$ cat src/rtl/wvb_rd_arbiter_if.sv
// Bus between the waveform-buffer channels, the round-robin read arbiter and the readout engine.
// The arbiter takes the master modport; the channel/engine side takes the slave modport.
interface wvb_rd_arbiter_if #(
  parameter int unsigned P_N_CHAN = 8,
  parameter int unsigned P_CHAN_W = 3
);
  logic [P_N_CHAN-1:0] chan_en;
  logic [P_N_CHAN-1:0] hdr_empty;
  logic [P_N_CHAN-1:0] wvb_rddone;
  logic                rd_req;
  logic [P_CHAN_W-1:0] rd_chan;
  logic                rd_ack;
  logic                rd_done;

  modport master (
    input  chan_en,
    input  hdr_empty,
    input  rd_ack,
    input  rd_done,
    output wvb_rddone,
    output rd_req,
    output rd_chan
  );

  modport slave (
    output chan_en,
    output hdr_empty,
    output rd_ack,
    output rd_done,
    input  wvb_rddone,
    input  rd_req,
    input  rd_chan
  );
endinterface

$ cat src/rtl/wvb_rd_arbiter.sv
// Round-robin readout scheduler for the per-channel waveform buffers.
// Optional readout timeout enabled by defining WVB_RD_ARB_TIMEOUT_EN.
module wvb_rd_arbiter #(
  parameter int unsigned P_N_CHAN  = 8,
  parameter int unsigned P_CHAN_W  = 3,
  parameter int unsigned P_TIMEOUT = 65535
) (
  input  logic                    clk,
  input  logic                    rst,
  wvb_rd_arbiter_if.master        bus,
  output logic                    busy,
  output logic [15:0]             n_served,
  output logic                    timeout_err
);

  typedef enum logic [2:0] {StIdle, StGrant, StWaitDone, StRelease, StHoldoff} state_e;

  state_e              state_q, state_d;
  logic [P_CHAN_W-1:0] last_grant_q, last_grant_d;
  logic [P_CHAN_W-1:0] rd_chan_q, rd_chan_d;
  logic [15:0]         n_served_q, n_served_d;
  logic [P_N_CHAN-1:0] elig, elig_sh;
  logic [P_CHAN_W-1:0] win_idx;
  logic                win_found;
  logic                tmo_hit;

  assign elig = bus.chan_en & ~bus.hdr_empty;

  // First eligible channel at or after last_grant+1, wrapping modulo P_N_CHAN.
  always_comb begin
    win_found = 1'b0;
    win_idx   = '0;
    elig_sh   = '0;
    for (int unsigned i = 1; i <= P_N_CHAN; i++) begin
      elig_sh = elig >> ((32'(last_grant_q) + i) % P_N_CHAN);
      if (!win_found && elig_sh[0]) begin
        win_found = 1'b1;
        win_idx   = P_CHAN_W'((32'(last_grant_q) + i) % P_N_CHAN);
      end
    end
  end

  always_comb begin
    state_d      = state_q;
    last_grant_d = last_grant_q;
    rd_chan_d    = rd_chan_q;
    n_served_d   = n_served_q;
    unique case (state_q)
      StIdle: begin
        if (win_found) begin
          rd_chan_d = win_idx;
          state_d   = StGrant;
        end
      end
      StGrant: begin
        if (bus.rd_ack) begin
          state_d = bus.rd_done ? StRelease : StWaitDone;
        end else if (tmo_hit) begin
          state_d = StHoldoff;
        end
      end
      StWaitDone: begin
        if (bus.rd_done) begin
          state_d = StRelease;
        end else if (tmo_hit) begin
          state_d = StHoldoff;
        end
      end
      StRelease: begin
        last_grant_d = rd_chan_q;
        if (n_served_q != 16'hFFFF) begin
          n_served_d = n_served_q + 16'd1;
        end
        state_d = StHoldoff;
      end
      StHoldoff: state_d = StIdle;
      default:   state_d = StIdle;
    endcase
  end

  always_ff @(posedge clk) begin
    if (rst) begin
      state_q      <= StIdle;
      last_grant_q <= P_CHAN_W'(P_N_CHAN - 1);
      rd_chan_q    <= '0;
      n_served_q   <= '0;
    end else begin
      state_q      <= state_d;
      last_grant_q <= last_grant_d;
      rd_chan_q    <= rd_chan_d;
      n_served_q   <= n_served_d;
    end
  end

`ifdef WVB_RD_ARB_TIMEOUT_EN
  logic [15:0] tmo_cnt_q;
  logic        timeout_err_q;
  logic        in_read;

  assign in_read = (state_q == StGrant) || (state_q == StWaitDone);
  // Fires on the P_TIMEOUT-th cycle spent in GRANT/WAIT_DONE.
  assign tmo_hit = in_read && (({1'b0, tmo_cnt_q} + 17'd1) >= 17'(P_TIMEOUT));

  always_ff @(posedge clk) begin
    if (rst) begin
      tmo_cnt_q     <= '0;
      timeout_err_q <= 1'b0;
    end else begin
      if (in_read) begin
        tmo_cnt_q <= tmo_cnt_q + 16'd1;
      end else begin
        tmo_cnt_q <= '0;
      end
      if (in_read && (state_d == StHoldoff)) begin
        timeout_err_q <= 1'b1;
      end
    end
  end

  assign timeout_err = timeout_err_q;
`else
  assign tmo_hit     = 1'b0;
  assign timeout_err = 1'b0;
`endif

  assign bus.rd_req     = (state_q == StGrant);
  assign bus.rd_chan    = rd_chan_q;
  assign bus.wvb_rddone = (state_q == StRelease) ? (P_N_CHAN'(1) << rd_chan_q) : '0;
  assign busy           = (state_q != StIdle);
  assign n_served       = n_served_q;

endmodule

$ cat src/flat_wrapper.sv
// flat-port wrapper written by rule: the top's interface ports become plain ports
module wvb_rd_arbiter_flat 
#(
  parameter int unsigned P_N_CHAN  = 8,
  parameter int unsigned P_CHAN_W  = 3,
  parameter int unsigned P_TIMEOUT = 65535
)
  (clk, rst, busy, n_served, timeout_err, bus_chan_en, bus_hdr_empty, bus_rd_ack, bus_rd_done, bus_wvb_rddone, bus_rd_req, bus_rd_chan);
  wvb_rd_arbiter_if #(.P_N_CHAN(P_N_CHAN), .P_CHAN_W(P_CHAN_W)) bus_i ();
  input  logic clk;
  input  logic rst;
  output logic busy;
  output logic [15:0] n_served;
  output logic timeout_err;
  input wire logic [$bits(bus_i.chan_en)-1:0] bus_chan_en;
  input wire logic [$bits(bus_i.hdr_empty)-1:0] bus_hdr_empty;
  input wire logic [$bits(bus_i.rd_ack)-1:0] bus_rd_ack;
  input wire logic [$bits(bus_i.rd_done)-1:0] bus_rd_done;
  output wire logic [$bits(bus_i.wvb_rddone)-1:0] bus_wvb_rddone;
  output wire logic [$bits(bus_i.rd_req)-1:0] bus_rd_req;
  output wire logic [$bits(bus_i.rd_chan)-1:0] bus_rd_chan;
  assign bus_i.chan_en = bus_chan_en;
  assign bus_i.hdr_empty = bus_hdr_empty;
  assign bus_i.rd_ack = bus_rd_ack;
  assign bus_i.rd_done = bus_rd_done;
  assign bus_wvb_rddone = bus_i.wvb_rddone;
  assign bus_rd_req = bus_i.rd_req;
  assign bus_rd_chan = bus_i.rd_chan;
  wvb_rd_arbiter #(.P_N_CHAN(P_N_CHAN), .P_CHAN_W(P_CHAN_W), .P_TIMEOUT(P_TIMEOUT)) u_core (.clk(clk), .rst(rst), .bus(bus_i), .busy(busy), .n_served(n_served), .timeout_err(timeout_err));
endmodule
$ cat config.mk
export PLATFORM = sky130hd
export DESIGN_NAME = wvb_rd_arbiter_flat
export DESIGN_NICKNAME = d
export VERILOG_FILES = /design/src/rtl/wvb_rd_arbiter_if.sv /design/src/rtl/wvb_rd_arbiter.sv /design/src/flat_wrapper.sv
export SDC_FILE = /design/constraint.sdc
export NUM_CORES = 1
export LEC_CHECK = 0
export BUFFER_PORTS_ARGS = -buffer_cell sky130_fd_sc_hd__buf_2
export CORE_ASPECT_RATIO = 1.75
export CORE_MARGIN = 3
export CORE_UTILIZATION = 55
export DETAILED_ROUTE_END_ITERATION = 8
export GPL_ROUTABILITY_DRIVEN = 0
export PLACE_DENSITY = 0.82
export SLEW_MARGIN = 40
export SYNTH_ARGS = -nofsm -noshare
export SYNTH_HDL_FRONTEND = slang
export SYNTH_SLANG_ARGS = --single-unit
$ cat constraint.sdc
create_clock -name clk -period 4.1 [get_ports clk]
set_input_delay 0.205 -clock clk [delete_from_list [all_inputs] [get_ports clk]]
set_output_delay 0.205 -clock clk [all_outputs]
set_load 0.1 [all_outputs]
# == Word level (Yosys, flattened, before mapping) ==
# Cells that the tools add are included.
# Widths: inputs -> output; s select.
# totals
latchBits,0
in_bits,20
register_bits,25
mem_count,0
romBits,0
wordCells,72
ram_bits,0
# classes
n_div,0
eq_ne,7
bitwise_logic,2
n_shift,9
add_sub_neg,9
magnitude_cmp,0
n_reduce_logical,19
n_mux,22
multipliers,0
# op_table
operator,count
$shr 8x3->1,8
$mux 3,11
$add 16x1->16 const B,1
$ne 16x16->1 const B,1
$add 3x3->3 const B,4
$pmux 3 s4,1
$mux 1,9
$and 8x8->8,1
$mux 8,1
$not 8->8,1
$shl 1x3->8 const A,1
$logic_and 1x1->1,7
$logic_not 1->1,7
$add 3x1->3 const B,2
$add 3x2->3 const B,2
$eq 3x2->1 const B,2
$ne 2x2->1 const B,2
$reduce_and 2->1,2
$eq 3x1->1 const B,1
$logic_not 3->1,1
$reduce_and 3->1,1
$reduce_bool 3->1,1
$ne 2x1->1 const B,1

# == Logic depth before layout (Yosys ltp) ==
# Gate-level depths: netlist of run 1.
# depth
ltp_word,27
mapped_depth,11
mapped_depth_nobuf,9

# == Worst setup path after synthesis of run 1 ==
# Ideal clock, no wire load.
# synth_path
path_kind,flip-flop to output port
from,"register u_core.rd_chan_q[0], in the netlist u_core.bus.rd_chan[0]"
to,output port bus_wvb_rddone[0]
arrival_time_ps,3732
path_buffers,0
stages_incl_launch_ff,2
slack_ps,163
cell_sequence,dfxtp_1 > nor4_1
# synth_via
elab_chain_len,2
# synth_lines
item,line_no,rtl
"start, declared",wvb_rd_arbiter.sv:20,"logic [P_CHAN_W-1:0] rd_chan_q, rd_chan_d;"
"start signal, assigned",wvb_rd_arbiter.sv:90,rd_chan_q <= rd_chan_d;
$shl 1x3->8,wvb_rd_arbiter.sv:128,assign bus.wvb_rddone = (state_q == StRelease) ? (P_N_CHAN'(1) << rd_chan_q) : '0;
$mux 8,wvb_rd_arbiter.sv:128,
"end, declared",flat_wrapper.sv:19,output wire logic [$bits(bus_i.wvb_rddone)-1:0] bus_wvb_rddone;
# Every way passes these cells.

# == Final worst setup path of run 1 ==
# layout_path
from,register u_core.last_grant_q[0]
to,"register u_core.rd_chan_q[1], in the netlist u_core.bus.rd_chan[1]"
# layout_via
elab_chain_len,25
elab_cells_between_ends,47
classes_between,add/sub: 8; shift: 8; mux: 16; reduce/logical: 15
# layout_lines
item,line_no,rtl
"start, declared",wvb_rd_arbiter.sv:19,"logic [P_CHAN_W-1:0] last_grant_q, last_grant_d;"
"start signal, assigned",wvb_rd_arbiter.sv:84,last_grant_q <= P_CHAN_W'(P_N_CHAN - 1);
"start signal, assigned",wvb_rd_arbiter.sv:89,last_grant_q <= last_grant_d;
$add 3x1->3,"wvb_rd_arbiter.sv:35, wvb_rd_arbiter.sv:38",
$shr 8x3->1,wvb_rd_arbiter.sv:35,elig_sh = elig >> ((32'(last_grant_q) + i) % P_N_CHAN);
$mux 1,wvb_rd_arbiter.sv:36,if (!win_found && elig_sh[0]) begin
$logic_not 1->1,wvb_rd_arbiter.sv:36,
$logic_and 1x1->1,wvb_rd_arbiter.sv:36,
$mux 1,wvb_rd_arbiter.sv:36,
$logic_not 1->1,wvb_rd_arbiter.sv:36,
$logic_and 1x1->1,wvb_rd_arbiter.sv:36,
[9 not listed],-,
$mux 1,wvb_rd_arbiter.sv:36,
$logic_not 1->1,wvb_rd_arbiter.sv:36,
$logic_and 1x1->1,wvb_rd_arbiter.sv:36,
$mux 1,wvb_rd_arbiter.sv:36,
$logic_not 1->1,wvb_rd_arbiter.sv:36,
$logic_and 1x1->1,wvb_rd_arbiter.sv:36,
$mux 1,wvb_rd_arbiter.sv:36,
$reduce_and 2->1 (no line),-,
# Several ways; a longest one is shown, not always the timed one.
# A chain may end at the register's enable or synchronous reset.

==> key figures, run 1 <==
Routing
  – DRT Pass-1 Iters: 4
  – DR iter-0 viols: 76
  – Vias per cell: 6.30
  – WL final: 5270 um
  – Antenna viol nets, final: 0
  – Routed vias: 2065
  – Drc violations: 0
  – Mean routed wirelength per cell: 16.1 um

Critical path
  – Critical path data required time: 4240 ps
  – Critical path arrival: 3620 ps
  – Worst R2R Start: u_core.last_grant_q[0]
  – Crit path from: u_core.last_grant_q[0]
  – Critical Path Source Type: register
  – Max FO, Critical Path: 13
  – Setup CP Type: reg -> reg
  – CP endpoint kind: register

GRT
  – All-Layer GR Usage: 23.5%
  – Vias in the first global route: 1952
  – First-pass GRT wire length: 8320 um
  – GR Overflow Total: 0
  – Largest net degree at the start of global routing: 26
  – Initial antenna violation count: 0

Logic synthesis
  – Post-synth top area cell: dfxtp_1
  – Synthesized area: 2180 um^2
  – EDFF count, synth: 0
  – Sequential area share after synthesis: 22.9%
  – Synthesized area per cell: 9.02 um^2
  – Async set or reset register ratio after synthesis: 0%
  – Most frequent cell after synthesis: nor2_1
  – Count of cell types in the netlist: 55
  – Top cell type's share of synthesized area: 22.9%
  – Synth warn: 0
  – Synth cell count leaders: nor2_1 (37), dfxtp_1 (25), mux2i_1 (16)
  – Synth top area cells: dfxtp_1 (23%), mux2i_1 (7.3%), mux4_1 (7.2%)
  – Cell count after synthesis: 242
  – Flops & latches, synth: 25
  – Main synth FF type: dfxtp_1
  – Net Count, Synth: 265

Timing
  – Fin. max-slew vios: 0
  – Setup-failing EPs final: 0
  – Final Skew: 1.79 ps
  – Max Fclk: 0.287 GHz
  – Worst slew pin tran: 710 ps
  – Final hold viol count: 0
  – Slew margin rel.: 52.6%
  – Period utilization: 85.0%
  – Tmin final: 3480 ps
  – Fin Setup TNS: 0 ps
  – RSZ-0062 raised after global routing: false

Floorplan
  – Row Count: 29
  – Die area: 4790 um^2
  – Vert. Die Dim: 89.3 um
  – Chip width: 53.6 um
  – IO Count: 50
  – Initial Util: 58.4%
  – Core area: 3740 um^2

Pwr
  – Total chip power: 0.733 mW
  – PD cells: 303 nW/um^2
  – Peak VDD IR: 0.159 mV
  – Leakage power: 1.07 nW

Final layout
  – Share of layout cells above drive strength 1: 27.7%
  – Final core utilization: 64.7%
  – Syn-to-layout area delta: 10.7%
  – Non-filler cells, final: 328
  – Nets@finish: 306
  – Fillers: 337
  – Antenna diode count: 0

Clock network
  – Num CTS Buffers: 3
  – CTS Sinks: 25
  – CTS Hold Buffers Added: 0
  – Clock transition at path regs: 80 ps
  – CTS tree: yes
  – Worst-Skew Late Latency: 260 ps
  – Postcts setup bufs: 0
  – Max clock buf depth: 2
  – H-tree depth: 1
  – Root Buffer: clkbuf_8
  – Post_cts resized: 0

Placed design
  – HPWL Detailed: 4240 um
  – PortBufs: 48
  – Placed cell count: 324

Min path
  – Hold crit path type: in -> reg
  – Hold path startpoint: bus_rd_done

Run status
  – Status: completed

Flow run
  – Max Cap Violations: 0
[cells by family after synthesis]
family,count (synthesis),share of synthesized area (%)
multiplexers,32,23.3
flip-flops,25,22.9
AND/OR/NAND/NOR,109,26.8
other,1,0.172
AO/OA/AOI/OAI,34,10.8
adder cells (fa/ha/maj),3,1.72
buffers and inverters,20,6.70
XOR/XNOR,18,7.56
[per-layer routing]
metal	global-route usage, %	routed length (um)	vias to the layer above
li1	-	-	975
met5	0	0	-
met3	1.84	297	32
met1	21.3	1840	950
met4	19.5	394	0
met2	44.5	2730	108
[report_power, final]
part           total [mW]  switching (mW)  internal [mW]  leakage (nW)
clock               0.142          0.0729         0.0694        0.0228
sequential          0.281          0.0267          0.254         0.203
combinational       0.309           0.207          0.103         0.847
[registers in the layout, indices dropped and copies added (netlist names)]
name	flops
u_core.last_grant_q	3
u_core.bus.rd_chan	3
u_core.state_q	3
u_core.n_served	16
[critical path, stage by stage, from the launching register on]
cell and delay [ps]:
dfxtp_1 710, inv_2 70, ha_1 480, clkinv_1 300, mux4_1 640, or4_1 560, or3_1 400, o41ai_2 60
a311oi_1 120
[through the flow]
step | worst slack (ps) | area [um^2] | hold slack [ps]
after floorplan | 163 | 2180 | 398
after global placement | 788 | 2370 | 507
after detailed placement | 653 | 2370 | 515
after CTS | 646 | 2420 | 326
after global routing | 438 | 2420 | 346
final | 617 | 2420 | 329
[area by class of cell]
class                   instances  area [um^2]  share of cell area [%]
well taps                      46         57.6                    2.38
clock buffers                   4         45.0                    1.86
flip-flops and latches         25          500                    20.7
inverters                       6         22.5                   0.932
multi-input cells             197         1540                    63.6
repair buffers                 50          255                    10.6
[final timing paths]
| check | to | slack (ps) | cells past startpoint |
|---|---|---|---|
| worst max register to register | u_core.bus.rd_chan[1] | 620 | 8 |
| worst min register to register | u_core.state_q[1] | 530 | 1 |
| worst max-delay path | u_core.bus.rd_chan[1] | 620 | 8 |
| worst min-delay path | u_core.state_q[0] | 330 | 4 |
[cell usage in the layout, fill, tap and decap left out, types with 5 or more instances in the layout]
cell	synthesis	final
nand4_1	5	5
buf_2	2	48
nor3_1	9	9
mux2i_1	16	16
mux4_1	6	6
and3_1	5	5
nand2_1	10	10
xnor2_1	5	5
nor2_1	37	37
mux4_2	7	7
nor2b_1	6	6
o21ai_0	7	7
xor2_1	12	12
a21oi_1	7	7
or2b_2	8	8
nand3_1	7	7
dfxtp_1	25	25
No activity file was read; power rests on OpenSTA's default activity.
==> run 2, diff against run 1 <==
Settings changed: ABC_AREA set to 1, CORE_UTILIZATION 55 to 48, PLACE_DENSITY 0.82 to 0.77.
Clock period 4.1 ns to 2.9 ns, I/O delays scaled along.
==> key figures, run 2 <==
Placed design
  – Placed cell count: 400 (was 324)
  – HPWL Detailed: 4080 um (was 4240 um)
  – PortBufs: 48 (unchanged)
  – Post-DP Area: 2260 um^2 (was 2370 um^2)

Pwr
  – Share of power burned in the clock network: 11.9% (was 19.4%)
  – Switching Fraction: 56.4% (was 41.8%)
  – Sequential power share: 24.3% (was 38.4%)
  – P_int: 0.785 mW (was 0.426 mW)
  – Combinational share of power: 63.8% (was 42.2%)
  – Switching power: 1.02 mW (was 0.307 mW)
  – Leakage power: 1.14 nW (was 1.07 nW)
  – PD cells: 781 nW/um^2 (was 303 nW/um^2)
  – Peak VDD IR: 0.646 mV (was 0.159 mV)

Routing
  – WL final: 5030 um (was 5270 um)
  – Mean routed wirelength per cell: 12.5 um (was 16.1 um)
  – Antenna viol nets, final: 0 (unchanged)
  – DRT Pass-1 Iters: 6 (was 4)
  – Vias per cell: 5.32 (was 6.30)
  – Drc violations: 0 (unchanged)
  – Routed vias: 2150 (was 2065)
  – DR iter-0 viols: 96 (was 76)

GRT
  – All-Layer GR Usage: 21.6% (was 23.5%)
  – GR Overflow Total: 0 (unchanged)
  – Largest net degree at the start of global routing: 17 (was 26)
  – Vias in the first global route: 1977 (was 1952)
  – Initial antenna violation count: 0 (unchanged)
  – First-pass GRT wire length: 8290 um (was 8320 um)

Timing
  – Period utilization: 83.6% (was 85.0%)
  – Final Skew: 8.99 ps (was 1.79 ps)
  – Fin Setup TNS: 0 ps (unchanged)
  – Min Hold Slack: 168 ps (was 329 ps)
  – Setup-failing EPs final: 0 (unchanged)
  – Fin. max-slew vios: 0 (unchanged)
  – Final hold viol count: 0 (unchanged)
  – RSZ-0062 raised after global routing: false (unchanged)
  – Tmin final: 2420 ps (was 3480 ps)
  – Max Fclk: 0.413 GHz (was 0.287 GHz)

Final layout
  – Post-route cell area: 2310 um^2 (was 2420 um^2)
  – Final core utilization: 58.5% (was 64.7%)
  – Antenna diode count: 0 (unchanged)
  – Most frequent cells in the layout: nand2_1 (58), buf_2 (48), inv_1 (43) (was buf_2 (48), nor2_1 (37), dfxtp_1 (25))
  – Nets@finish: 380 (was 306)
  – Max reg flops: 16 (unchanged)
  – Non-filler cells, final: 404 (was 328)
  – Commonest non-fill, non-tap cell in the layout: nand2_1 (was buf_2)
  – Share of layout cells above drive strength 1: 26.7% (was 27.7%)
  – Syn-to-layout area delta: 15.8% (was 10.7%)

Clock network
  – CTS Hold Buffers Added: 0 (unchanged)
  – Post_cts resized: 0 (unchanged)
  – Worst-Skew Late Latency: 280 ps (was 260 ps)
  – Num CTS Buffers: 3 (unchanged)
  – Max clock buf depth: 2 (unchanged)
  – CTS tree: yes (unchanged)
  – Postcts setup bufs: 0 (unchanged)
  – Root Buffer: clkbuf_8 (unchanged)
  – H-tree depth: 1 (unchanged)
  – CTS Sinks: 25 (unchanged)
  – Clock transition at path regs: 90 ps (was 80 ps)

Logic synthesis
  – Async set or reset register ratio after synthesis: 0% (unchanged)
  – EDFF count, synth: 0 (unchanged)
  – Cell count after synthesis: 308 (was 242)
  – Synth top area cells: dfxtp_1 (25%), nand2_1 (11%), nand3_1 (10%) (was dfxtp_1 (23%), mux2i_1 (7.3%), mux4_1 (7.2%))
  – Post-synth top area cell: dfxtp_1 (unchanged)
  – Synthesized area per cell: 6.47 um^2 (was 9.02 um^2)
  – Synth cell count leaders: nand2_1 (58), inv_1 (43), nand3_1 (41) (was nor2_1 (37), dfxtp_1 (25), mux2i_1 (16))
  – Net Count, Synth: 331 (was 265)
  – Main synth FF type: dfxtp_1 (unchanged)
  – Synth warn: 0 (unchanged)
  – Flops & latches, synth: 25 (unchanged)
  – Most frequent cell after synthesis: nand2_1 (was nor2_1)
  – Synthesized area: 1990 um^2 (was 2180 um^2)
  – Count of cell types in the netlist: 39 (was 55)
  – Top cell type's share of synthesized area: 25.1% (was 22.9%)
  – Sequential area share after synthesis: 25.1% (was 22.9%)

Critical path
  – Crit path cell chain: inv_1 > ha_1 > inv_1 > nand3_1 > nand3_1 > nand2_2 > nor2_4 > nand4_4 > nor2_4 > nand3_1 > nand2_2 > inv_2 > o21ai_1 > nor2_1 (was inv_2 > ha_1 > clkinv_1 > mux4_1 > or4_1 > or3_1 > o41ai_2 > a311oi_1)
  – CP endpoint kind: register (unchanged)
  – Most common cell on crit path: nand3_1
  – R2r setup slk: 480 ps (was 620 ps)
  – Critical path data required time: 3080 ps (was 4240 ps)
  – Setup CP Type: reg -> reg (unchanged)
  – Max FO, Critical Path: 8 (was 13)
  – Worst R2R Start: u_core.last_grant_q[1] (was u_core.last_grant_q[0])
  – Critical Path Source Type: register (unchanged)
  – Worst r2r path cells: 14 (was 8)
  – Worst R2R End: u_core.bus.rd_chan[2] (was u_core.bus.rd_chan[1])
  – Critical path arrival: 2600 ps (was 3620 ps)
  – Critical path's slowest cell: ha_1 (was dfxtp_1)
  – Crit-path max cell delay: 420 ps (was 710 ps)

Min path
  – Hold path startpoint: bus_rd_ack (was bus_rd_done)
  – Min-Delay Path Depth: 4 (unchanged)
  – Hold crit path type: in -> reg (unchanged)
  – Hold endpoint: u_core.state_q[0] (unchanged)

Floorplan
  – Core area: 3940 um^2 (was 3740 um^2)
  – Die area: 4990 um^2 (was 4790 um^2)
  – Row Count: 30 (was 29)
  – Initial Util: 50.5% (was 58.4%)
  – Vert. Die Dim: 91.2 um (was 89.3 um)
  – Chip width: 54.7 um (was 53.6 um)
  – IO Count: 50 (unchanged)

Flow run
  – Max Cap Violations: 0 (unchanged)

Run status
  – Status: completed (unchanged)
[run 2: changes by cell type after synthesis, sizes merged, moves of 9 or more]
cell | before | now
nand2 | 10 | 64
nand3 | 7 | 53
inv | 5 | 49
mux2i | 16 | 0
mux4 | 13 | 0
xor2 | 13 | 2
a21oi | 7 | 16
[run 2: power by group through the flow]
stage | Combinational (mW) | Clock [mW] | Sequential (mW)
3_3_place_gp | 1.13 | 0 | 0.446
4_1_cts | 1.15 | 0.222 | 0.438
2_1_floorplan | 0.795 | 0 | 0.592
6_report | 1.15 | 0.214 | 0.438
5_1_grt | 1.26 | 0.236 | 0.447
3_5_place_dp | 1.14 | 0 | 0.446
[run 2: logic make-up after synthesis]
| logic type | share of synthesized area [%] |
|---|---|
| other | 0.188 |
| adders and majority gates | 1.88 |
| DFF | 25.1 |
| and+or+nand+nor | 44.7 |
| AOI/OAI and AO/OA | 13.2 |
| buffers and inverters | 12.8 |
| xor gates and xnor gates | 2.07 |
[run 2: how the worst max path moves through the flow]
stage / start / to / depth (start not counted)
2_1_floorplan: u_core.bus.rd_chan[2] / bus_wvb_rddone[4] / 2
6_report: u_core.last_grant_q[1] / u_core.bus.rd_chan[2] / 14
3_3_place_gp: u_core.last_grant_q[1] / u_core.bus.rd_chan[2] / 14
4_1_cts: u_core.last_grant_q[1] / u_core.bus.rd_chan[2] / 14
5_1_grt: u_core.last_grant_q[1] / u_core.bus.rd_chan[2] / 14
3_5_place_dp: u_core.last_grant_q[1] / u_core.bus.rd_chan[2] / 14
[run 2: critical path: cells and delay by family, from the launching register on]
family          cells  cell delay [ps]
buf+inv             3              360
simple gates        9             1070
fa+ha+maj           1              420
flops               1              340
compound gates      1              150
[run 2: stage by stage]
step	worst slack (ps)	power [mW]
global route	296	1.94
floorplan	239	1.39
detailed placement	538	1.59
CTS	492	1.81
finish	476	1.80
global placement	644	1.57
[run 2: final cells by class]
cell class | count | area [um^2]
fill | 406 | 1630
multi-input combinational | 225 | 1240
sequential | 25 | 500
timing repair buffer | 53 | 278
inverter | 49 | 184
tap | 48 | 60.1
clock buffer | 3 | 41.3
clock inverter | 1 | 7.51
[run 2: routing by layer]
metal / wire, um / global-route usage [%]
met5: 0 / 0
met4: 129 / 8.94
met3: 265 / 2.30
met2: 2720 / 40.4
met1: 1920 / 22.3
==> run 3, diff against run 2 <==
Clock period 2.9 ns to 2 ns, I/O delays scaled along.
==> key figures, run 3 (synthesized netlist as in run 2, its figures left out) <==
Routing
  – Vias per cell: 5.28 (was 5.32)
  – Mean routed wirelength per cell: 13.2 um (was 12.5 um)
  – Drc violations: 0 (unchanged)
  – DR iter-0 viols: 67 (was 96)
  – DRT Pass-1 Iters: 4 (was 6)
  – Routed vias: 2250 (was 2150)
  – WL final: 5630 um (was 5030 um)
  – Antenna viol nets, final: 0 (unchanged)

Placed design
  – Placed cell count: 417 (was 400)
  – HPWL Detailed: 4370 um (was 4080 um)
  – Dpl ws: -100 ps (was 538 ps)
  – PortBufs: 48 (unchanged)

Critical path
  – Critical path's slowest cell: dfxtp_4 (was ha_1)
  – Critical path data required time: 2160 ps (was 3080 ps)
  – Critical Path Source Type: register (unchanged)
  – Crit path buf inv count: 2 (was 3)
  – Family with the most delay on the worst path: simple AND/OR/NAND/NOR gates (unchanged)
  – Worst r2r path cells: 14 (unchanged)
  – Most common cell on crit path: nand2_1 (was nand3_1)
  – WP depth: 14 (unchanged)
  – Crit-path max cell delay: 390 ps (was 420 ps)
  – Setup CP Type: reg -> reg (unchanged)
  – Critical path arrival: 2260 ps (was 2600 ps)
  – Crit path cell chain: ha_1 > xor2_4 > inv_2 > nand3_2 > nand2_2 > buf_4 > nand2_1 > o21ai_0 > nor2_1 > nand3_1 > nor2_1 > nand2_1 > nand2_1 > a21oi_2 (was inv_1 > ha_1 > inv_1 > nand3_1 > nand3_1 > nand2_2 > nor2_4 > nand4_4 > nor2_4 > nand3_1 > nand2_2 > inv_2 > o21ai_1 > nor2_1)
  – CP endpoint kind: register (unchanged)
  – Max FO, Critical Path: 5 (was 8)

GRT
  – Largest net degree at the start of global routing: 17 (unchanged)
  – All-Layer GR Usage: 23.3% (was 21.6%)
  – First-pass GRT wire length: 8920 um (was 8290 um)
  – GR Overflow Total: 0 (unchanged)
  – Initial antenna violation count: 0 (unchanged)
  – Vias in the first global route: 2178 (was 1977)

Pwr
  – Leakage power: 1.31 nW (was 1.14 nW)
  – Peak VDD IR: 0.972 mV (was 0.646 mV)
  – PD cells: 1080 nW/um^2 (was 781 nW/um^2)

Timing
  – Final hold viol count: 0 (unchanged)
  – Max Fclk: 0.476 GHz (was 0.413 GHz)
  – Fin Setup TNS: -343 ps (was 0 ps)
  – Fin. max-slew vios: 0 (unchanged)
  – Setup-failing EPs final: 5 (was 0)
  – Final Skew: 3.74 ps (was 8.99 ps)
  – Final worst slack: -99.3 ps (was 476 ps)
  – RSZ-0062 raised after global routing: true (was false)
  – Period utilization: 105% (was 83.6%)
  – Tmin final: 2100 ps (was 2420 ps)

Clock network
  – Num CTS Buffers: 3 (unchanged)
  – Clock transition at path regs: 90 ps (about the same)
  – H-tree depth: 1 (unchanged)
  – CTS tree: yes (unchanged)
  – Max clock buf depth: 2 (unchanged)
  – Worst-Skew Late Latency: 270 ps (was 280 ps)
  – CTS Sinks: 25 (unchanged)
  – Root Buffer: clkbuf_8 (unchanged)

Floorplan
  – Vert. Die Dim: 91.2 um (unchanged)
  – Die area: 4990 um^2 (unchanged)
  – Core area: 3940 um^2 (unchanged)
  – Chip width: 54.7 um (unchanged)
  – Row Count: 30 (unchanged)
  – IO Count: 50 (unchanged)
  – Initial Util: 50.5% (unchanged)

Final layout
  – Fillers: 334 (was 406)
  – Syn-to-layout area delta: 41.5% (was 15.8%)
  – Most frequent cells in the layout: nand2_1 (52), buf_2 (44), inv_1 (41) (was nand2_1 (58), buf_2 (48), inv_1 (43))
  – Max reg flops: 16 (unchanged)
  – Non-filler cells, final: 426 (was 404)
  – Nets@finish: 402 (was 380)
  – Antenna diode count: 0 (unchanged)
  – Commonest non-fill, non-tap cell in the layout: nand2_1 (unchanged)
  – Share of layout cells above drive strength 1: 45.8% (was 26.7%)

Min path
  – Min-Delay Path Depth: 4 (unchanged)
  – Hold crit path type: in -> reg (unchanged)

Flow run
  – Max Cap Violations: 0 (unchanged)

Run status
  – Failing checks: negative setup slack
  – Status: finished, violations left (was completed)
[run 3: changes by cell type in the layout (fill, tap and decap cells not counted), moves of 4 or more]
cell,before,now
buf_12,0,5
buf_2,48,44
buf_4,5,26
dfxtp_1,25,5
dfxtp_2,0,7
dfxtp_4,0,13
nand2_1,58,52
nand2_2,5,10
nand3_1,41,29
nand3_2,12,19
nand3_4,0,5
nor2_1,38,26
nor2_2,1,9
nor2_4,5,9
[run 3: area by class of cell]
class	count	area (um^2)	share of cell area, %
Inverter	49	193	6.84
Sequential cell	25	558	19.8
Clock inverter	1	5.00	0.178
Timing Repair Buffer	75	515	18.3
Clock buffer	3	41.3	1.46
Tap cell	48	60.1	2.13
Multi-Input combinational cell	225	1450	51.3
[run 3: metal layers]
layer  track usage, %  up-vias  share of wire [%]  wire, um
met1             22.8     1045                 35      1980
li1                 -     1138                  -         -
met3             1.97       16                3.4       192
met2             46.0       51                 59      3310
met5                0        -                  0         0
met4             7.07        0                2.6       146
[run 3: worst paths after layout]
check	startpoint	endpoint	slack [ps]
min reg2reg	u_core.n_served[13]	u_core.n_served[13]	450
max	u_core.last_grant_q[0]	u_core.bus.rd_chan[1]	-100
min	bus_rd_ack	u_core.state_q[0]	140
max reg2reg	u_core.last_grant_q[0]	u_core.bus.rd_chan[1]	-100
[run 3: what timing repair did]
action                                  CTS  global route
resized for setup                         7            19
setup buffers                             4             1
pin swaps                                 3             3
endpoints found under the setup margin    4            16
hold buffers                              0             0
gates cloned                              0             0
[run 3: where the power goes]
| part | switching [mW] | total [mW] | internal, mW |
|---|---|---|---|
| clock network | 0.158 | 0.298 | 0.139 |
| registers | 0.0860 | 0.638 | 0.552 |
| logic | 1.43 | 2.12 | 0.694 |
| total | 1.67 | 3.06 | 1.39 |
[run 3: per-stage QoR]
step	cell area (um^2)	hold slack [ps]	power (mW)	utilization, %
final	2820	139	3.06	71.5
after global routing	2820	155	3.25	71.5
after CTS	2730	128	2.92	69.2
after detailed placement	2630	425	2.55	66.6
after global placement	2630	417	2.52	66.6
after floorplan	2170	315	2.13	-
[run 3: tightest hold or removal path, cell delays in order]
cell	delay (ps)
buf_2	70
inv_1	30
nand2_1	90
a21oi_1	70
